[src/rtl/d_input_debouncer.sv]
// Input conditioner for the d_flipflop D pin: 2-flop synchroniser plus counter-qualified stability FSM.
// Optional registered edge pulses on rise/fall are enabled by defining DEBOUNCE_EDGE_PULSE_EN.
module d_input_debouncer #(
    parameter int STABLE_CYCLES = 4,
    parameter int CNT_W         = 3
) (
    input  logic clk,
    input  logic reset,
    input  logic din,
    output logic dout,
    output logic busy,
    output logic rise,
    output logic fall
);

    typedef enum logic [1:0] {
        IDLE_LOW   = 2'd0,
        CHECK_HIGH = 2'd1,
        IDLE_HIGH  = 2'd2,
        CHECK_LOW  = 2'd3
    } state_t;

    localparam logic [CNT_W-1:0] CNT_LAST = CNT_W'(STABLE_CYCLES - 1);
    localparam logic [CNT_W-1:0] CNT_ONE  = CNT_W'(1);

    logic             sync1;
    logic             sync2;
    state_t           state;
    state_t           state_next;
    logic [CNT_W-1:0] cnt;
    logic [CNT_W-1:0] cnt_next;
    logic             dout_next;
    logic             busy_next;

    // din is only ever seen through sync2 so metastability never reaches the FSM
    always_ff @(posedge clk or negedge reset) begin
        if (!reset) begin
            sync1 <= 1'b0;
            sync2 <= 1'b0;
        end else begin
            sync1 <= din;
            sync2 <= sync1;
        end
    end

    always_ff @(posedge clk or negedge reset) begin
        if (!reset) begin
            state <= IDLE_LOW;
            cnt   <= '0;
            dout  <= 1'b0;
            busy  <= 1'b0;
        end else begin
            state <= state_next;
            cnt   <= cnt_next;
            dout  <= dout_next;
            busy  <= busy_next;
        end
    end

    // Entering a CHECK state counts as the first stable sample, so cnt starts at 1
    always_comb begin
        state_next = state;
        cnt_next   = cnt;
        dout_next  = dout;
        case (state)
            IDLE_LOW: begin
                if (sync2) begin
                    state_next = CHECK_HIGH;
                    cnt_next   = CNT_ONE;
                end
            end
            CHECK_HIGH: begin
                if (!sync2) begin
                    state_next = IDLE_LOW;
                    cnt_next   = '0;
                end else if (cnt == CNT_LAST) begin
                    state_next = IDLE_HIGH;
                    dout_next  = 1'b1;
                    cnt_next   = '0;
                end else begin
                    cnt_next   = cnt + CNT_ONE;
                end
            end
            IDLE_HIGH: begin
                if (!sync2) begin
                    state_next = CHECK_LOW;
                    cnt_next   = CNT_ONE;
                end
            end
            CHECK_LOW: begin
                if (sync2) begin
                    state_next = IDLE_HIGH;
                    cnt_next   = '0;
                end else if (cnt == CNT_LAST) begin
                    state_next = IDLE_LOW;
                    dout_next  = 1'b0;
                    cnt_next   = '0;
                end else begin
                    cnt_next   = cnt + CNT_ONE;
                end
            end
            default: begin
                state_next = IDLE_LOW;
                cnt_next   = '0;
                dout_next  = 1'b0;
            end
        endcase
        busy_next = (state_next == CHECK_HIGH) || (state_next == CHECK_LOW);
    end

`ifdef DEBOUNCE_EDGE_PULSE_EN
    // Pulses are registered alongside dout so they line up with its transition edge
    always_ff @(posedge clk or negedge reset) begin
        if (!reset) begin
            rise <= 1'b0;
            fall <= 1'b0;
        end else begin
            rise <= dout_next & ~dout;
            fall <= ~dout_next & dout;
        end
    end
`else
    assign rise = 1'b0;
    assign fall = 1'b0;
`endif

endmodule

[config.mk]
export PLATFORM = sky130hd
export DESIGN_NAME = d_input_debouncer
export DESIGN_NICKNAME = d
export VERILOG_FILES = /design/src/rtl/d_input_debouncer.sv
export SDC_FILE = /design/constraint.sdc
export NUM_CORES = 1
export LEC_CHECK = 0
export ABC_AREA = 1
export BUFFER_PORTS_ARGS = -buffer_cell sky130_fd_sc_hd__buf_2
export CAP_MARGIN = 20
export CORE_AREA = 4 4 41 43
export DETAILED_ROUTE_END_ITERATION = 10
export DIE_AREA = 0 0 45 47
export GPL_ROUTABILITY_DRIVEN = 1
export GPL_TIMING_DRIVEN = 1
export PLACE_DENSITY = 0.53
export SYNTH_ARGS = -nofsm -noshare
export SYNTH_HDL_FRONTEND = slang
export SYNTH_SLANG_ARGS = --single-unit
[constraint.sdc]
create_clock -name clk -period 1.3 [get_ports clk]
set_clock_uncertainty 0.1 [all_clocks]
set_input_delay 0.13 -clock clk [delete_from_list [all_inputs] [get_ports clk]]
set_output_delay 0.13 -clock clk [all_outputs]
set_load 0.01 [all_outputs]
==> results of run 1 <==
[path summary, 6_finish.rpt]
| kind | startpoint | slack [ns] | cells after the start | endpoint |
|---|---|---|---|---|
| max in group asynchronous | reset | 0.78 | 2 | dout |
| worst min-delay path | reset | 0.15 | 2 | cnt[0] |
| worst max register to register | cnt[0] | 0.15 | 5 | cnt[1] |
| worst min register to register | sync1 | 0.25 | 0 | sync2 |
| worst max-delay path | state[0] | 0.14 | 1 | busy |
| min in group clk | sync1 | 0.25 | 0 | sync2 |
[Yosys cell counts]
master / n / area (um2)
dfrtp_1: 8 / 200
conb_1: 1 / 3.75
nor2_1: 6 / 22.5
nand2_2: 2 / 12.5
nor3_1: 1 / 5.00
ha_1: 1 / 12.5
nand2_1: 11 / 41.3
nand3_4: 1 / 17.5
nand3_1: 2 / 10.0
a21oi_1: 2 / 10.0
o21ai_0: 1 / 5.00
buf_4: 2 / 15.0
inv_1: 5 / 18.8
nor2_2: 2 / 12.5
inv_2: 1 / 3.75
[final cells by class]
| cell class | instances | area (um2) | area share |
|---|---|---|---|
| Multi-Input combinational cell | 31 | 159 | 0.343 |
| Sequential cell | 8 | 200 | 0.432 |
| Inverter | 6 | 22.5 | 0.0486 |
| Timing Repair Buffer | 6 | 40.0 | 0.0865 |
| Clock buffer | 3 | 22.5 | 0.0486 |
| Tap cell | 15 | 18.8 | 0.0405 |
[report_power, final]
| part | total [mW] | switching (mW) | internal (mW) | leakage [nW] |
|---|---|---|---|---|
| combinational | 0.274 | 0.163 | 0.111 | 0.118 |
| sequential | 0.398 | 0.0756 | 0.323 | 0.0977 |
| clock | 0.176 | 0.0716 | 0.105 | 0.0138 |
[per-stage QoR]
| step | std cells | hold slack (ns) | instance area, um2 | setup slack (ns) | util |
|---|---|---|---|---|---|
| after floorplan | 47 | -0.266 | 394 | 0.209 | - |
| after global placement | 64 | -0.118 | 418 | 0.127 | 0.321 |
| after detailed placement | 64 | -0.117 | 418 | 0.123 | 0.321 |
| after CTS | 69 | 0.143 | 460 | 0.115 | 0.354 |
| after global routing | 69 | 0.167 | 463 | 0.0361 | 0.356 |
| final | 69 | 0.153 | 463 | 0.136 | 0.356 |
[repair_timing]
action,in CTS,in global routing
endpoints found under the setup margin,0,1
gates resized for setup,0,1
hold endpoints to repair,9,0
hold buffers,2,0
[sequential cells by signal (all words and copies together) (netlist names)]
register	count
cnt	3
state	2
dout	1
sync1	1
sync2	1
[kinds of logic after synthesis]
logic type	count (synthesis)	synth area share
simple gates	25	0.311
buf+inv	8	0.0961
flops	8	0.513
compound gates	3	0.0385
fa+ha+maj	1	0.0320
other cells	1	0.00961
[per-layer routing]
layer  share of wire  GRT usage  vias to the layer above  routed length [um]
li1                -          -                      154                   -
met3           0.043     0.0115                        0                  26
met5               0          0                        -                   0
met4               0     0.0877                        0                   0
met2            0.49      0.116                        8                 298
met1            0.46     0.0794                      140                 281
==> impl_results.md, run 1 <==
* Detailed placement HPWL at 494 um
* Clock Path Buffers at 2
* GPL Wtd Cong at 0.741
* Ports at 7
* Outcome: finished clean
* Seq/Total Area, Yosys at 0.513
* Most common cell after layout, fill and taps aside: nand2_1
* #FFs+latches synth at 8
* Max cap viols at 0
* Arr. time, crit path at 0.93 ns
* Setup-failing EPs final at 0
* Layout area overhead at 18.6%
* Row cnt at 13
* # DRC at 0
* GR Overflow Total at 0
* Initial DRT Pass Iterations at 4
* Remaining antenna violation count after routing at 0
* Slowest stage cell, crit path: dfrtp_1
* Crit path cell chain: buf_2
* CP Capture Type: output pin
* Kind of cell adding the most delay to the critical path: flip-flops
* Vias in the first global route at ~290
* Post-synthesis cell type count at 15
* Commonest cells after routing, fill and taps aside: 11 x nand2_1, 8 x dfrtp_1, 6 x nor2_1, 5 x inv_1, 4 x buf_2
* Routed vias/inst at 4.38
* Total clock sinks at 8
* H-tree levels at 1
* Initial antenna violation count at 0
* Setup TNS at 0 ns
* Number of I/O port buffers at 4
* Core box area at 1300 um2
* Max-slew violations at 0
* Die Wd at ~45 um
* Critical path class: flop to output pin
* Die footprint at 2120 um2
* Clk_lat worst skew at 0.24 ns
* Max incr delay on CP at a little under 0.5 ns
* Syn avg cell area at 8.49 um2
* CTS tree: built
* Fmax at 859 MHz
* N_diodes at 0
* Ys Warns at 0
* Synth Instances at 46
* Tmin final at roughly 1.2 ns
* Final wirelength at between 600 and 700 um
* Crit share post-route at 0.895
* Layout cells sized above 1 at 0.259
* Post-Syn Area at 390 um2
* Clk slew on worst S/H paths at 0.05 ns
* Vias at between 300 and 400
* First-pass GRT wire length at ~1.1 mm
* Final hold viol count at 0
* Die height at 47 um
* Leakage at 0.229 nW
* Root Buffer: clkbuf_4
* RSZ-0062 raised after global routing: false
* Initial Util at 0.300
* Pwr Density at ~1800 nW/um2
* Largest net degree at the start of global routing at 9
* Post-CTS Setup Inserts at 0
* Worst ir drop on vdd at a little under 700 uV
* Crit path required time at 1.07 ns
* Startpoint Class: flop
* Fillers at 141
* Num CTS Buffers at 3
* WL per Instance at 8.78 um
* Critical path buffer and inverter count at 1
* Tot Pwr at 0.848 mW
* DRT iter0 DRCs at 4
* Hold WC Path Type: primary input to async pin
* Crit-path max FO at 7
* Layout Nets at 60
* GR Util All Layers at 0.0742
(Power assumes the default switching activity.)
==> run 2: changes to the inputs <==
Settings changed: REMOVE_ABC_BUFFERS from default to 1, SKIP_LAST_GASP from default to 1.
==> impl_results.md, run 2 (same netlist as run 1, synthesis figures left out) <==
* Hold WC Path Type: primary input to async pin
* WL per Instance at 8.12 um
* GR Util All Layers at 0.0669
* Most common cell after layout, fill and taps aside: nand2_1
* Critical path buffer and inverter count at 1
* R2R Path Start: cnt[0]
* Layout cells sized above 1 at 0.241
* Dpl ws at 0.150 ns
* Setup TNS at 0 ns
* Grt peak-use layer: met2
* Die height at between 40 and 50 um
* CTS tree: built
* Crit path required time at 1.07 ns
* Crit share post-route at 0.899
* CP Capture Type: output pin
* Number of I/O port buffers at 4
* Slowest stage cell, crit path: dfrtp_1
* Routed vias/inst at a little under 4
* Num CTS Buffers at 3
* Commonest cells after routing, fill and taps aside: 11 x nand2_1, 8 x dfrtp_1, 6 x nor2_1, 5 x inv_1, 4 x buf_2
* Startpoint Class: flop
* Largest net degree at the start of global routing at 9
* Root Buffer: clkbuf_4
* Final hold viol count at 0
* Arr. time, crit path at 0.94 ns
* Post-CTS Setup Inserts at 0
* GPL Wtd Cong at 0.666
* Vias in the first global route at 248
* Max incr delay on CP at 0.50 ns
* Max reg flops at 3
* Crit-path max FO at 7
* Max-slew violations at 0
* Clk_lat worst skew at 0.24 ns
* Die Wd at around 45 um
* Met3 usage at 0.0230
* Leakage at 0.231 nW
* Hold-fix buffers at CTS at 2
* Fillers at 157
* R2R setup slack at 0.15 ns
* Most flops, register: cnt
* Vias at between 200 and 300
* Ports at 7
* RSZ-0062 raised after global routing: false
* Crit path cell chain: buf_2
* Initial DRT Pass Iterations at 1
* Die footprint at 2120 um2
* Core box area at 1300 um2
* DRT iter0 DRCs at 0
* First-pass GRT wire length at 966 um
* Layout Nets at 60
* Layout area overhead at 17.9%
* Tmin final at about 1.2 ns
* N_diodes at 0
* Pwr Density at 1830 nW/um2
* Remaining antenna violation count after routing at 0
* Slack of the critical path at around 0.13 ns
* Clk slew on worst S/H paths at approximately 0.050 ns
* Setup-failing EPs final at 0
* Detailed placement HPWL at 459 um
* Initial Util at 0.300
* Clock Path Buffers at 2
* Post-CTS sizing at 0
* GR Overflow Total at 0
* Biggest registers after layout: cnt: 3 flops, state: 2 flops
* Critical path class: flop to output pin
* Worst reg2reg path depth at 5
* WP depth at 1
* Worst hold slack at approximately 0.15 ns
* Fmax at 856 MHz
* Total clock sinks at 8
* Max cap viols at 0
* Kind of cell adding the most delay to the critical path: flip-flops
* Initial antenna violation count at 0
* Final wirelength at 560 um
* Worst ir drop on vdd at approximately 910 uV
* Outcome: finished clean
* H-tree levels at 1
* Met1 Usage GRT at 0.0793
* Met2 GRT Util at 0.0989
* Reg-to-reg critical path endpoint: state[1]
* Row cnt at 13
* # DRC at 0
==> run 2: changes by cell type in the layout (fill, tap and decap cells not counted) <==
| cell | delta |
|---|---|
| ha_1 | +1 |
| ha_2 | -1 |
==> run 2: worst max-delay path by stage <==
stage / startpoint / endpoint / slack (ns)
finish: state[0] / busy / 0.13
global route: cnt[0] / dout / 0.04
CTS: state[0] / busy / 0.11
detailed placement: cnt[0] / cnt[2] / 0.15
global placement: cnt[0] / state[1] / 0.16
floorplan: cnt[0] / state[1] / 0.21
==> run 2: area by class of cell <==
class | instances | area, um2 | area share
inverters | 6 | 22.5 | 0.0489
well taps | 15 | 18.8 | 0.0408
repair buffers | 6 | 40.0 | 0.0870
flip-flops and latches | 8 | 200 | 0.435
multi-input cells | 31 | 156 | 0.340
clock buffers | 3 | 22.5 | 0.0489
==> run 2: power breakdown <==
| part | switching, mW | internal (mW) |
|---|---|---|
| Combinational | 0.160 | 0.109 |
| Sequential | 0.0758 | 0.323 |
| Clock | 0.0696 | 0.105 |
| Total | 0.305 | 0.536 |
==> run 2: per-layer routing <==
metal	vias to the layer above	share of wire
li1	153	-
met1	116	0.49
met2	5	0.46
met3	0	0.048
met4	0	0
met5	-	0
==> run 2: stage by stage <==
stage          power, mW  cell area, um2  utilization  instances
2_1_floorplan      0.591             379            -         45
3_3_place_gp       0.672             418        0.321         64
3_5_place_dp       0.673             418        0.321         64
4_1_cts            0.863             460        0.354         69
5_1_grt            0.933             460        0.354         69
6_report           0.841             460        0.354         69
==> run 3: changes to the inputs <==
Settings changed: ABC_AREA 1 to 0, PLACE_DENSITY 0.53 to 0.5.
==> impl_results.md, run 3 <==
* Biggest registers after layout: cnt: 3 flops, state: 2 flops
* #FFs+latches synth at 8
* Setup-failing EPs final at 0
* Final wirelength at about 540 um
* RSZ-0062 raised after global routing: true
* Crit-path max FO at 4
* Top post-synthesis cells by area: dfrtp_1 58%, xor2_2 4.7%, buf_4 4.3%, o21a_1 4.3%, ha_1 3.6%
* Max cap viols at 0
* Vias in the first global route at approximately 230
* Startpoint Class: flop
* Clk_lat worst skew at 0.25 ns
* GR Overflow Total at 0
* Layout cells sized above 1 at 0.308
* Worst ir drop on vdd at between 600 and 700 uV
* DRT iter0 DRCs at 6
* Seq/Total Area, Yosys at 0.576
* Synth async-reset ratio at 1.00
* Worst reg2reg path depth at 3
* Clk network pwr share at 0.213
* First-pass GRT wire length at 917 um
* Routed vias/inst at ~4.3
* Number of I/O port buffers at 4
* GPL Wtd Cong at 0.678
* Fmax at 773 MHz
* Ys Warns at 0
* Vias at 233
* Die height at 47 um
* Die Wd at 45 um
* Crit share post-route at 0.995
* Clk slew on worst S/H paths at 0.05 ns
* Post-Syn Area at 348 um2
* Number of synthesized flops with an enable pin at 0
* Switching part of the total at 0.317
* CTS tree: built
* Row cnt at 13
* Most common cell after layout, fill and taps aside: dfrtp_1
* Max incr delay on CP at ~0.38 ns
* Most flops, register: cnt
* DP Cell Count at 49
* Max-slew violations at 0
* Num CTS Buffers at 3
* Tmin final at between 1 and 1.5 ns
* Critical path class: flop to flop
* # DRC at 0
* Initial Util at 0.267
* Main synth FF type: dfrtp_1
* Most common cell in the synthesized netlist: dfrtp_1
* Dpl ws at 0.00605 ns
* Die footprint at about 2100 um2
* Arr. time, crit path at 1.32 ns
* Comb pwr share at 0.359
* Max reg flops at 3
* Layout area overhead at 25.5%
* Fillers at 127
* Non-Filler Instances at 54
* Yosys top cell area share at 0.576
* Post-synthesis cell type count at 17
* Worst hold slack at 0.136 ns
* Initial antenna violation count at 0
* Largest net degree at the start of global routing at 9
* Sequential cell area at 200 um2
* Total clock sinks at 8
* Post-CTS Setup Inserts at 0
* Syn avg cell area at about 12 um2
* Multi-input logic area at 133 um2
* Final hold viol count at 0
* WL per Instance at 9.96 um
* Crit path cell chain: ha_1 > nand3b_1 > mux2_4
* Synth Instances at 29
* Commonest cells after routing, fill and taps aside: 8 x dfrtp_1, 4 x buf_2, 3 x nor2_1, 3 x clkbuf_4
* Switching power at 0.269 mW
* Setup TNS at 0 ns
* Flop pwr share at 0.428
* Hold WC Path Type: primary input to async pin
* Outcome: finished clean
* Pwr Density at 1940 nW/um2
* Clock Path Buffers at 2
* Slowest stage cell, crit path: dfrtp_1
* Initial DRT Pass Iterations at 4
* GR Util All Layers at 0.0663
* Leakage at approximately 0.22 nW
* Most common library cells after synthesis: 8 x dfrtp_1, 3 x nor2_1, 2 x buf_4, 2 x inv_1, 2 x o21a_1
* P_int at slightly below 0.6 mW
* Slack of the critical path at 0.00613 ns
* Remaining antenna violation count after routing at 0
* Core box area at 1300 um2
* N_diodes at 0
* CP Capture Type: flop
* Root Buffer: clkbuf_4
* H-tree levels at 1
* Crit path required time at 1.33 ns
* Ports at 7
* Layout Nets at 45
* Cell taking the most area after synthesis: dfrtp_1
-- run 3: final timing paths --
kind,startpoint,end,slack (ns)
worst max-delay path,cnt[0],state[1],0.006
worst min-delay path,reset,cnt[0],0.14
worst max register to register,cnt[0],state[1],0.006
worst min register to register,sync1,sync2,0.26
max in group asynchronous,reset,state[1],0.81
min in group clk,sync1,sync2,0.26
-- run 3: kinds of logic (layout without fill, tap and decap cells) --
kind of cell / Yosys count / count (layout) / share of synthesized area
fa+ha+maj: 1 / 1 / 0.0360
mux: 1 / 1 / 0.0324
simple gates: 7 / 7 / 0.112
buf+inv: 4 / 13 / 0.0647
compound gates: 6 / 6 / 0.122
other cells: 1 / 2 / 0.0108
flops: 8 / 8 / 0.576
xor+xnor: 1 / 1 / 0.0468
-- run 3: metrics by stage --
| step | area, um2 | utilization | total power [mW] |
|---|---|---|---|
| 2_1_floorplan | 337 | - | 0.532 |
| 3_3_place_gp | 390 | 0.300 | 0.633 |
| 3_5_place_dp | 390 | 0.300 | 0.654 |
| 4_1_cts | 437 | 0.336 | 0.866 |
| 5_1_grt | 437 | 0.336 | 0.920 |
| 6_report | 437 | 0.336 | 0.848 |
-- run 3: metal layers --
layer	GRT usage	share of wire	vias up
met2	0.0819	0.41	12
li1	-	-	113
met3	0.0115	0.071	3
met5	0	0	-
met4	0.0877	0.052	0
met1	0.0845	0.46	105
-- run 3: what timing repair did --
item | 4_1_cts | 5_1_grt
gates resized for setup | 1 | 0
pin swaps | 1 | 0
hold endpoints to repair | 9 | 0
hold buffers | 2 | 0
setup endpoints to repair | 1 | 2
-- run 3: cell type report --
type,count,area share
Sequential cell,8,0.458
Multi-Input combinational cell,18,0.304
Timing Repair Buffer,8,0.126
Clock buffer,3,0.0516
Tap cell,15,0.0430
Inverter,2,0.0172
-- run 3: power by group through the flow --
stage	clock network [mW]	logic [mW]	registers [mW]
CTS	0.195	0.309	0.363
floorplan	0	0.146	0.386
global placement	0	0.270	0.364
detailed placement	0	0.287	0.366
finish	0.181	0.304	0.363
global route	0.207	0.343	0.371
-- run 3: critical path: cells and delay by family (launching register included) --
kind	cells	cell delay, ns
flops	1	0.38
simple gates	1	0.17
fa+ha+maj	1	0.21
mux	1	0.32
